===== config.mk =====
export PLATFORM = sky130hd
export DESIGN_NAME = muldiv_unit
export DESIGN_NICKNAME = d
export VERILOG_FILES = /design/src/rtl/muldiv_pkg.sv /design/src/rtl/muldiv_step.sv /design/src/rtl/muldiv_unit.sv
export SDC_FILE = /design/constraint.sdc
export NUM_CORES = 1
export LEC_CHECK = 0
export BUFFER_PORTS_ARGS = -buffer_cell sky130_fd_sc_hd__buf_2
export CAP_MARGIN = 20
export CORE_UTILIZATION = 35
export DETAILED_ROUTE_END_ITERATION = 12
export PLACE_DENSITY = 0.5
export SLEW_MARGIN = 20
export SYNTH_ARGS = -nofsm -noshare
export SYNTH_HDL_FRONTEND = slang
export SYNTH_SLANG_ARGS = --single-unit

===== constraint.sdc =====
create_clock -name clk -period 3.4 [get_ports clk]
set_input_delay 0.68 -clock clk [delete_from_list [all_inputs] [get_ports clk]]
set_output_delay 0.68 -clock clk [all_outputs]
set_load 0.01 [all_outputs]

===== src/rtl/muldiv_pkg.sv =====
// Shared encodings for the iterative multiply/divide unit, also used by
// the control unit and the hazard logic.
package muldiv_pkg;

  typedef enum logic [1:0] {
    OP_MULT  = 2'b00,
    OP_MULTU = 2'b01,
    OP_DIV   = 2'b10,
    OP_DIVU  = 2'b11
  } op_e;

  typedef enum logic [1:0] {
    IDLE = 2'b00,
    RUN  = 2'b01,
    FIX  = 2'b10
  } state_e;

  function automatic logic is_signed_op(input op_e op);
    return (op == OP_MULT) || (op == OP_DIV);
  endfunction

  function automatic logic is_div_op(input op_e op);
    return (op == OP_DIV) || (op == OP_DIVU);
  endfunction

endpackage


===== src/rtl/muldiv_step.sv =====
// One radix-2 iteration: shift-add for multiply, restoring shift-subtract
// for divide. Purely combinational.
module muldiv_step #(
  parameter int DATA_W = 32
) (
  input  logic [DATA_W-1:0] acc,
  input  logic [DATA_W-1:0] q,
  input  logic [DATA_W-1:0] divisor,   // multiplicand when mode=0
  input  logic              mode,      // 1 = divide
  output logic [DATA_W-1:0] acc_next,
  output logic [DATA_W-1:0] q_next
);

  logic [DATA_W:0] sum;
  logic [DATA_W:0] shifted;
  logic            fits;

  // NOTE: every output of a combinational block gets a default first, so no
  // path leaves it unassigned and no latch is inferred.
  always_comb begin
    acc_next = acc;
    q_next   = q;
    sum      = {1'b0, acc} + {1'b0, (q[0] ? divisor : '0)};
    shifted  = {acc, q[DATA_W-1]};
    fits     = shifted >= {1'b0, divisor};
    if (mode) begin
      // Remainder after a successful subtract is below the divisor, so the
      // DATA_W-bit difference is exact.
      acc_next = fits ? (shifted[DATA_W-1:0] - divisor) : shifted[DATA_W-1:0];
      q_next   = {q[DATA_W-2:0], fits};
    end else begin
      acc_next = sum[DATA_W:1];
      q_next   = {sum[0], q[DATA_W-1:1]};
    end
  end

endmodule


===== src/rtl/muldiv_unit.sv =====
// Iterative MULT/MULTU/DIV/DIVU unit for the EXE stage. Runs DATA_W radix-2
// steps, then a fixup cycle that applies signs and writes HI/LO.
module muldiv_unit
  import muldiv_pkg::*;
#(
  parameter int DATA_W = 32
) (
  input  logic              clk,
  input  logic              arst_n,
  input  logic              enable,
  input  logic              start,
  input  logic [1:0]        op,
  input  logic [DATA_W-1:0] operand_a,
  input  logic [DATA_W-1:0] operand_b,
  input  logic              flush,
  output logic              busy,
  output logic              done,
  output logic [DATA_W-1:0] hi,
  output logic [DATA_W-1:0] lo
);

  localparam int CNT_W = $clog2(DATA_W) + 1;
  localparam logic [CNT_W-1:0] LAST_STEP = CNT_W'(DATA_W - 1);

  state_e            state;
  logic [CNT_W-1:0]  cnt;
  logic [DATA_W-1:0] acc, q, opnd, a_raw;
  logic              is_div, sign_a, sign_b, b_zero;

  op_e               op_in;
  logic              a_neg, b_neg;
  logic [DATA_W-1:0] mag_a, mag_b;
  logic [DATA_W-1:0] acc_nxt, q_nxt;
  logic [2*DATA_W-1:0] prod;
  logic [DATA_W-1:0] res_hi, res_lo;

  assign op_in = op_e'(op);
  assign a_neg = is_signed_op(op_in) && operand_a[DATA_W-1];
  assign b_neg = is_signed_op(op_in) && operand_b[DATA_W-1];
  // MIN_NEG negates to itself, which is still the right unsigned magnitude.
  assign mag_a = a_neg ? -operand_a : operand_a;
  assign mag_b = b_neg ? -operand_b : operand_b;

  muldiv_step #(.DATA_W(DATA_W)) u_step (
    .acc      (acc),
    .q        (q),
    .divisor  (opnd),
    .mode     (is_div),
    .acc_next (acc_nxt),
    .q_next   (q_nxt)
  );

  // Sign fixup and divide-by-zero handling, consumed in FIX.
  always_comb begin
    prod   = {acc, q};
    res_hi = '0;
    res_lo = '0;
    if (!is_div) begin
      if (sign_a ^ sign_b) prod = -prod;
      {res_hi, res_lo} = prod;
    end else if (b_zero) begin
      res_hi = a_raw;
      res_lo = '1;
    end else begin
      res_lo = (sign_a ^ sign_b) ? -q : q;
      res_hi = sign_a ? -acc : acc;
    end
  end

  // NOTE: sequential state uses non-blocking assignments so every register
  // samples pre-edge values regardless of statement order.
  always_ff @(posedge clk or negedge arst_n) begin
    if (!arst_n) begin
      state  <= IDLE;
      cnt    <= '0;
      acc    <= '0;
      q      <= '0;
      opnd   <= '0;
      a_raw  <= '0;
      is_div <= 1'b0;
      sign_a <= 1'b0;
      sign_b <= 1'b0;
      b_zero <= 1'b0;
      busy   <= 1'b0;
      done   <= 1'b0;
      hi     <= '0;
      lo     <= '0;
    end else if (enable) begin
      done <= 1'b0;
      unique case (state)
        IDLE: begin
          if (start && !flush) begin
            state  <= RUN;
            busy   <= 1'b1;
            cnt    <= '0;
            acc    <= '0;
            is_div <= is_div_op(op_in);
            sign_a <= a_neg;
            sign_b <= b_neg;
            a_raw  <= operand_a;
            b_zero <= (operand_b == '0);
            // Divide shifts the dividend out of q; multiply shifts the multiplier.
            q      <= is_div_op(op_in) ? mag_a : mag_b;
            opnd   <= is_div_op(op_in) ? mag_b : mag_a;
          end
        end
        RUN: begin
          if (flush) begin
            state <= IDLE;
            busy  <= 1'b0;
          end else begin
            acc <= acc_nxt;
            q   <= q_nxt;
            cnt <= cnt + CNT_W'(1);
            if (cnt == LAST_STEP) state <= FIX;
          end
        end
        FIX: begin
          state <= IDLE;
          busy  <= 1'b0;
          if (!flush) begin
            hi   <= res_hi;
            lo   <= res_lo;
            done <= 1'b1;
          end
        end
        default: begin
          state <= IDLE;
          busy  <= 1'b0;
        end
      endcase
    end
  end

endmodule

==> flow_metrics.env, run 1 <==
export IMPL_p_clk_frac=0.176
export IMPL_drc=0
export IMPL_place_congestion=0.9644
export IMPL_p_sw_frac=0.4701
export IMPL_register_area_um2=5159
export IMPL_ios=137
export IMPL_routed_wl_um=67810
export IMPL_ir_drop_v=0.0004702
export IMPL_clock_path_buffers=3
export IMPL_r2r_slack_ns=0.11
export IMPL_cp_end_kind="register"
export IMPL_syn_area_um2=16890
export IMPL_ys_seq_elements=206
export IMPL_start_kind="register"
export IMPL_final_hold_violation_count=0
export IMPL_p_leak_nw=9.131
export IMPL_status="complete, no violations"
export IMPL_clock_skew_ns=0.01175
export IMPL_rsz0062_at_grt="false"
export IMPL_cts_hold_buf=0
export IMPL_intPower_mw=9.550
export IMPL_multiInputGateArea_um2=10940
export IMPL_layout_nets=2498
export IMPL_holdWs_ns=0.1297
export IMPL_pwr_share_comb=0.613
export IMPL_clk_latency_ns=0.56
export IMPL_cts_max_level=1
export IMPL_viasPerCell=5.762
export IMPL_ys_warn_count=0
export IMPL_nFillCells=4902
export IMPL_dpl_cell_count=2942
export IMPL_crit_required_ns=3.85
export IMPL_synth_edf_count=0
export IMPL_drv_cap=0
export IMPL_syn_inst=2183
export IMPL_overflow=0
export IMPL_grt_first_pass_wirelength_um=102100
export IMPL_numCtsBuffers=26
export IMPL_die_area_um2=49140
export IMPL_grtUsageTotal=0.2697
export IMPL_io_buffer_count=136
export IMPL_p_switching_mw=8.472
export IMPL_die_w_um=221.7
export IMPL_arrival_ns=3.74
export IMPL_yosysSeqAreaShare=0.3052
export IMPL_drt_wirelength_per_cell_um=22.67
export IMPL_post_route_min_period_ns=3.289
export IMPL_async_flop_share=1.000
export IMPL_drive_above_1_share=0.1654
export IMPL_num_vias=17230
export IMPL_area_growth_syn_to_layout_pct=18.93
export IMPL_drtIter0Drc=1641
export IMPL_synth_nets=2325
export IMPL_syn_avg_cell_area_um2=7.738
export IMPL_dr_pass1_iters=6
export IMPL_die_y_um=221.7
export IMPL_cts_sinks=206
export IMPL_fin_cells=2991
export IMPL_worst_r2r_endpoint="acc[30]$_DFFE_PN0P_"
export IMPL_seqPwrFrac=0.211
export IMPL_synth_ff_type="dfrtp_1"
export IMPL_grt_max_degree=94
export IMPL_ys_types=82
export IMPL_fin_area_um2=20090
export IMPL_crit_fanout=17
export IMPL_tritoncts="yes"
export IMPL_grt_pass1_vias=16240
export IMPL_antenna_cells=0
export IMPL_dp_hpwl_um=52780
export IMPL_fin_crit_sh=0.9672
export IMPL_antenna_left=0
export IMPL_finalMaxSlewViolations=0
export IMPL_finalSetupViolations=0
export IMPL_antenna_found_initial=0
export IMPL_dpl_instance_area_um2=19090
export IMPL_tns_ns=0
export IMPL_rows=80
export IMPL_clk_pin_slew_ns=0.06
export IMPL_ctsRootBufferMaster="clkbuf_16"
export IMPL_path_class="reg -> reg"
export IMPL_tightest_slew_ns=0.9558
export IMPL_reg2reg_depth=14
export IMPL_p_per_area_nw_per_um2=897.1
export IMPL_fmax_mhz=304.1
export IMPL_start_util=0.3545
export IMPL_slew_limit_headroom=0.3613
export IMPL_rr_startpoint="q[0]$_DFFE_PN0P_"
export IMPL_hp_class="in -> async"
export IMPL_fp_coreArea_um2=47650
-- power groups by stage --
stage	clock (mW)	sequential [mW]	combinational (mW)
floorplan	0	3.57	7.08
detailed placement	0	3.83	10.8
CTS	3.23	3.79	10.9
global route	3.30	3.88	12.0
finish	3.16	3.81	11.1
global placement	0	3.82	10.8
-- worst max path at each step --
stage	to	start
after global placement	q[27]$_DFFE_PN0P_	operand_a[10]
after floorplan	acc[21]$_DFFE_PN0P_	q[0]$_DFFE_PN0P_
final	acc[30]$_DFFE_PN0P_	q[0]$_DFFE_PN0P_
after global routing	acc[24]$_DFFE_PN0P_	q[31]$_DFFE_PN0P_
after detailed placement	q[27]$_DFFE_PN0P_	operand_a[10]
after CTS	acc[29]$_DFFE_PN0P_	q[0]$_DFFE_PN0P_
-- per-layer routing --
metal	GRT usage	part of all wire	vias to the layer above
met3	0.02399	0.056	91
met1	0.3930	0.47	8403
met2	0.4201	0.44	598
li1	-	-	8141
met4	0.08333	0.033	0
met5	0	0	-
-- per-stage QoR --
stage               setup slack [ns]  utilization  power (mW)
detailed placement            0.1035       0.4007       14.63
global placement              0.1382       0.4007       14.61
global route                 0.01758       0.4216       19.21
CTS                           0.1164       0.4209       17.89
floorplan                     0.3356            -       10.65
finish                        0.1114       0.4216       18.02
-- layout make-up --
type | count | area share
Clock buffer | 33 | 0.03725
Timing Repair Buffer | 291 | 0.09748
Multi-Input combinational cell | 1750 | 0.5445
Clock inverter | 15 | 0.01053
Sequential cell | 206 | 0.2568
Inverter | 81 | 0.01514
Tap cell | 615 | 0.03831
-- cells in the mapped netlist (all sizes together), types with 24 or more instances --
master	number	area, um2
nor4	24	201.4
nand2	271	1020
nor2	227	852.1
a31oi	25	156.4
xor2	89	779.5
a21oi	218	1091
nand3	36	185.2
dfrtp	206	5155
nor3	63	315.3
ha	69	863.3
xnor2	99	867.1
inv	79	296.5
a21o	33	247.7
mux2i	46	460.4
o21ai	188	940.9
clkbuf	129	485.5
-- worst max-delay path, stage by stage, from the launching register on --
cell      delay, ns
dfrtp_1        0.41
inv_1          0.11
buf_12         0.16
nor2_1         0.06
ha_1           0.35
o211ai_1       0.13
o211ai_1       0.35
nand2_2        0.18
o211ai_1       0.26
a21oi_1        0.13
buf_4          0.17
o41ai_1        0.25
buf_4          0.18
xor2_1         0.07
a221o_1        0.34
-- sequential cells by signal, summed over array words and instances, names as in the netlist --
signal	flops
a_raw	32
acc	32
hi	32
lo	32
opnd	32
q	32
cnt	6
state	2
b_zero	1
busy	1
done	1
is_div	1
sign_a	1
sign_b	1
-- cell usage in the layout, fill, tap and decap left out, types with 21 or more instances in the layout --
master / synthesis / final
buf_2: 5 / 135
mux2i_1: 46 / 46
a21oi_1: 218 / 215
o21ai_0: 186 / 186
a31oi_1: 25 / 25
nor3_1: 63 / 62
ha_1: 69 / 68
xnor2_1: 99 / 98
nand2_1: 270 / 269
nor2_1: 227 / 224
inv_1: 79 / 79
nand3_1: 35 / 34
xor2_1: 89 / 88
dfrtp_1: 206 / 205
or3_1: 22 / 22
buf_4: 1 / 146
o211ai_1: 21 / 21
a21o_1: 33 / 33
clkbuf_16: 0 / 27
o221ai_1: 23 / 23
-- kinds of logic after synthesis --
| logic type | after synthesis | share of synthesized area |
|---|---|---|
| compound gates | 678 | 0.2499 |
| simple gates | 755 | 0.2076 |
| fa+ha+maj | 71 | 0.05348 |
| flops | 206 | 0.3052 |
| mux | 58 | 0.03526 |
| buf+inv | 227 | 0.05111 |
| xor+xnor | 188 | 0.09748 |
-- what timing repair did --
| action | CTS | global route |
|---|---|---|
| setup endpoints to repair | 0 | 5 |
| setup buffers | 0 | 1 |
| gates resized for setup | 0 | 7 |
Power figures use the tool's default switching activity.
==> run 2: changes to the inputs <==
--- a/config.mk
+++ b/config.mk
@@ -9,7 +9,7 @@
 export CAP_MARGIN = 20
 export CORE_UTILIZATION = 35
 export DETAILED_ROUTE_END_ITERATION = 12
-export PLACE_DENSITY = 0.5
+export PLACE_DENSITY_LB_ADDON = 0.3
 export SLEW_MARGIN = 20
 export SYNTH_ARGS = -nofsm -noshare
 export SYNTH_HDL_FRONTEND = slang
==> run 2 against run 1 <==
Against the previous run:
- sequential power is essentially flat
- wire length shrank 3.2%
- cell count grew 0.57%
- hold slack gained 0.010 ns
- via count grew 1.4%
- maximum frequency shrank 0.56%
==> flow_metrics.env, run 2 (synthesized netlist as in run 1, its figures left out) <==
export IMPL_post_route_min_period_ns=3.307
export IMPL_p_clk_frac=0.171
export IMPL_ir_drop_v=0.0003600
export IMPL_cts_max_level=1
export IMPL_finalSetupViolations=0
export IMPL_fp_coreArea_um2=47650
export IMPL_fmax_mhz=302.4
export IMPL_ctsRootBufferMaster="clkbuf_16"
export IMPL_antenna_left=0
export IMPL_clk_pin_slew_ns=0.06
export IMPL_final_util=0.4240
export IMPL_cts_sinks=206
export IMPL_dp_hpwl_um=51200
export IMPL_clock_skew_ns=0.01299
export IMPL_path_class="reg -> reg"
export IMPL_cp_end_kind="register"
export IMPL_cts_hold_buf=0
export IMPL_place_congestion=0.9910
export IMPL_drv_cap=0
export IMPL_cp_cell_sequence="inv_1 -> ha_1 -> inv_1 -> fa_1 -> a21o_1 -> a22o_1 -> o2111a_1 -> o2111ai_1 -> a32oi_1 -> a221oi_2 -> xnor2_1 -> a221o_1"
export IMPL_num_vias=17480
export IMPL_grt_pass1_vias=16980
export IMPL_die_area_um2=49140
export IMPL_p_leak_nw=9.193
export IMPL_tightest_slew_ns=0.9200
export IMPL_dpl_worst_slack_ns=-0.01929
export IMPL_fin_crit_sh=0.9726
export IMPL_seqPwrFrac=0.211
export IMPL_p_switching_mw=8.421
export IMPL_slowest_stage="fa_1"
export IMPL_grtUsageTotal=0.2622
export IMPL_hp_class="in -> async"
export IMPL_post_cts_setup_buffers=0
export IMPL_viasPerCell=5.812
export IMPL_ios=137
export IMPL_start_util=0.3545
export IMPL_overflow=0
export IMPL_finalMaxSlewViolations=0
export IMPL_tritoncts="yes"
export IMPL_grt_first_pass_wirelength_um=100800
export IMPL_drive_above_1_share=0.1711
export IMPL_rr_startpoint="q[31]$_DFFE_PN0P_"
export IMPL_rows=80
export IMPL_die_y_um=221.7
export IMPL_drc=0
export IMPL_dpl_instance_area_um2=19190
export IMPL_io_buffer_count=136
export IMPL_crit_fanout=3
export IMPL_layout_nets=2512
export IMPL_status="complete, no violations"
export IMPL_drtIter0Drc=1628
export IMPL_drt_wirelength_per_cell_um=21.82
export IMPL_routed_wl_um=65640
export IMPL_critPathLaunch="q[31]$_DFFE_PN0P_"
export IMPL_pwr_share_comb=0.618
export IMPL_setup_slack_ns=0.09299
export IMPL_clk_latency_ns=0.56
export IMPL_die_w_um=221.7
export IMPL_final_hold_violation_count=0
export IMPL_worst_path_most_repeated_cell="inv_1"
export IMPL_fin_area_um2=20200
export IMPL_p_sw_frac=0.4677
export IMPL_start_kind="register"
export IMPL_antenna_found_initial=3
export IMPL_intPower_mw=9.584
export IMPL_final_cell_mix="nand2_1, nor2_1, a21oi_1"
export IMPL_p_per_area_nw_per_um2=891.3
export IMPL_layout_commonest_cell="nand2_1"
export IMPL_numCtsBuffers=26
export IMPL_clock_path_buffers=3
export IMPL_nFillCells=4875
export IMPL_dr_pass1_iters=6
export IMPL_grt_max_degree=96
export IMPL_slew_limit_headroom=0.3852
export IMPL_area_growth_syn_to_layout_pct=19.59
export IMPL_rsz0062_at_grt="false"
export IMPL_cpPeakStageDelay_ns=0.40
export IMPL_crit_required_ns=3.84
export IMPL_arrival_ns=3.74
## run 2: cell types whose count changed in the layout (fill, tap and decap cells not counted), sizes merged
cell      delta
clkbuf       +2
clkinv       -1
buf         +14
clkinvlp     -1
diode        +3
## run 2: worst max-delay path: cells and delay by family, from the launching register on
kind | cells | cell delay (ns)
compound gates | 7 | 1.86
xor+xnor | 1 | 0.11
buf+inv | 2 | 0.22
fa+ha+maj | 2 | 0.62
flops | 1 | 0.37
## run 2: worst paths after layout
check	to	slack (ns)	cells after the start
worst max-delay path	acc[30]$_DFFE_PN0P_	0.09	12
worst min-delay path	lo[28]$_DFFE_PN0P_	0.14	1
worst max register to register	acc[30]$_DFFE_PN0P_	0.09	12
worst min register to register	hi[0]$_DFFE_PN0P_	0.47	2
max in group asynchronous	q[8]$_DFFE_PN0P_	2.29	2
min in group clk	state[0]$_DFFE_PN0P_	0.36	2
## run 2: through the flow
| stage | setup TNS (ns) | instances | power (mW) | hold WS (ns) |
|---|---|---|---|---|
| after floorplan | 0 | 2183 | 10.65 | 0.3844 |
| after global placement | 0 | 2957 | 14.56 | 0.4595 |
| after detailed placement | -0.03289 | 2957 | 14.63 | 0.4635 |
| after CTS | 0 | 3005 | 17.79 | 0.2088 |
| after global routing | 0 | 3008 | 19.16 | 0.2236 |
| final | 0 | 3008 | 18.01 | 0.1399 |
## run 2: per-layer routing
layer  global-route usage  wire length [um]  part of all wire
met5                    0                 0                 0
met4               0.1167              3137             0.048
met1               0.3652             29330              0.45
met3              0.03260              4306             0.066
met2               0.4062             28870              0.44
## run 2: power groups by stage
| stage | combinational [mW] | sequential (mW) | clock (mW) |
|---|---|---|---|
| finish | 11.1 | 3.80 | 3.09 |
| global route | 12.1 | 3.88 | 3.20 |
| CTS | 10.9 | 3.79 | 3.12 |
| detailed placement | 10.8 | 3.82 | 0 |
| global placement | 10.7 | 3.81 | 0 |
| floorplan | 7.08 | 3.57 | 0 |
## run 2: timing repair
| action | 4_1_cts | 5_1_grt |
|---|---|---|
| resized for setup | 2 | 12 |
| endpoints found under the setup margin | 3 | 11 |
| pin swaps | 0 | 0 |
## run 2: area by class of cell
type	instances	area [um2]	area share
diodes	3	7.507	0.0003716
clock buffers	35	745.7	0.03692
clock inverters	13	195.2	0.009662
inverters	81	304.0	0.01505
multi-input cells	1750	10970	0.5432
flip-flops and latches	206	5159	0.2554
well taps	615	769.5	0.03809
repair buffers	305	2047	0.1013
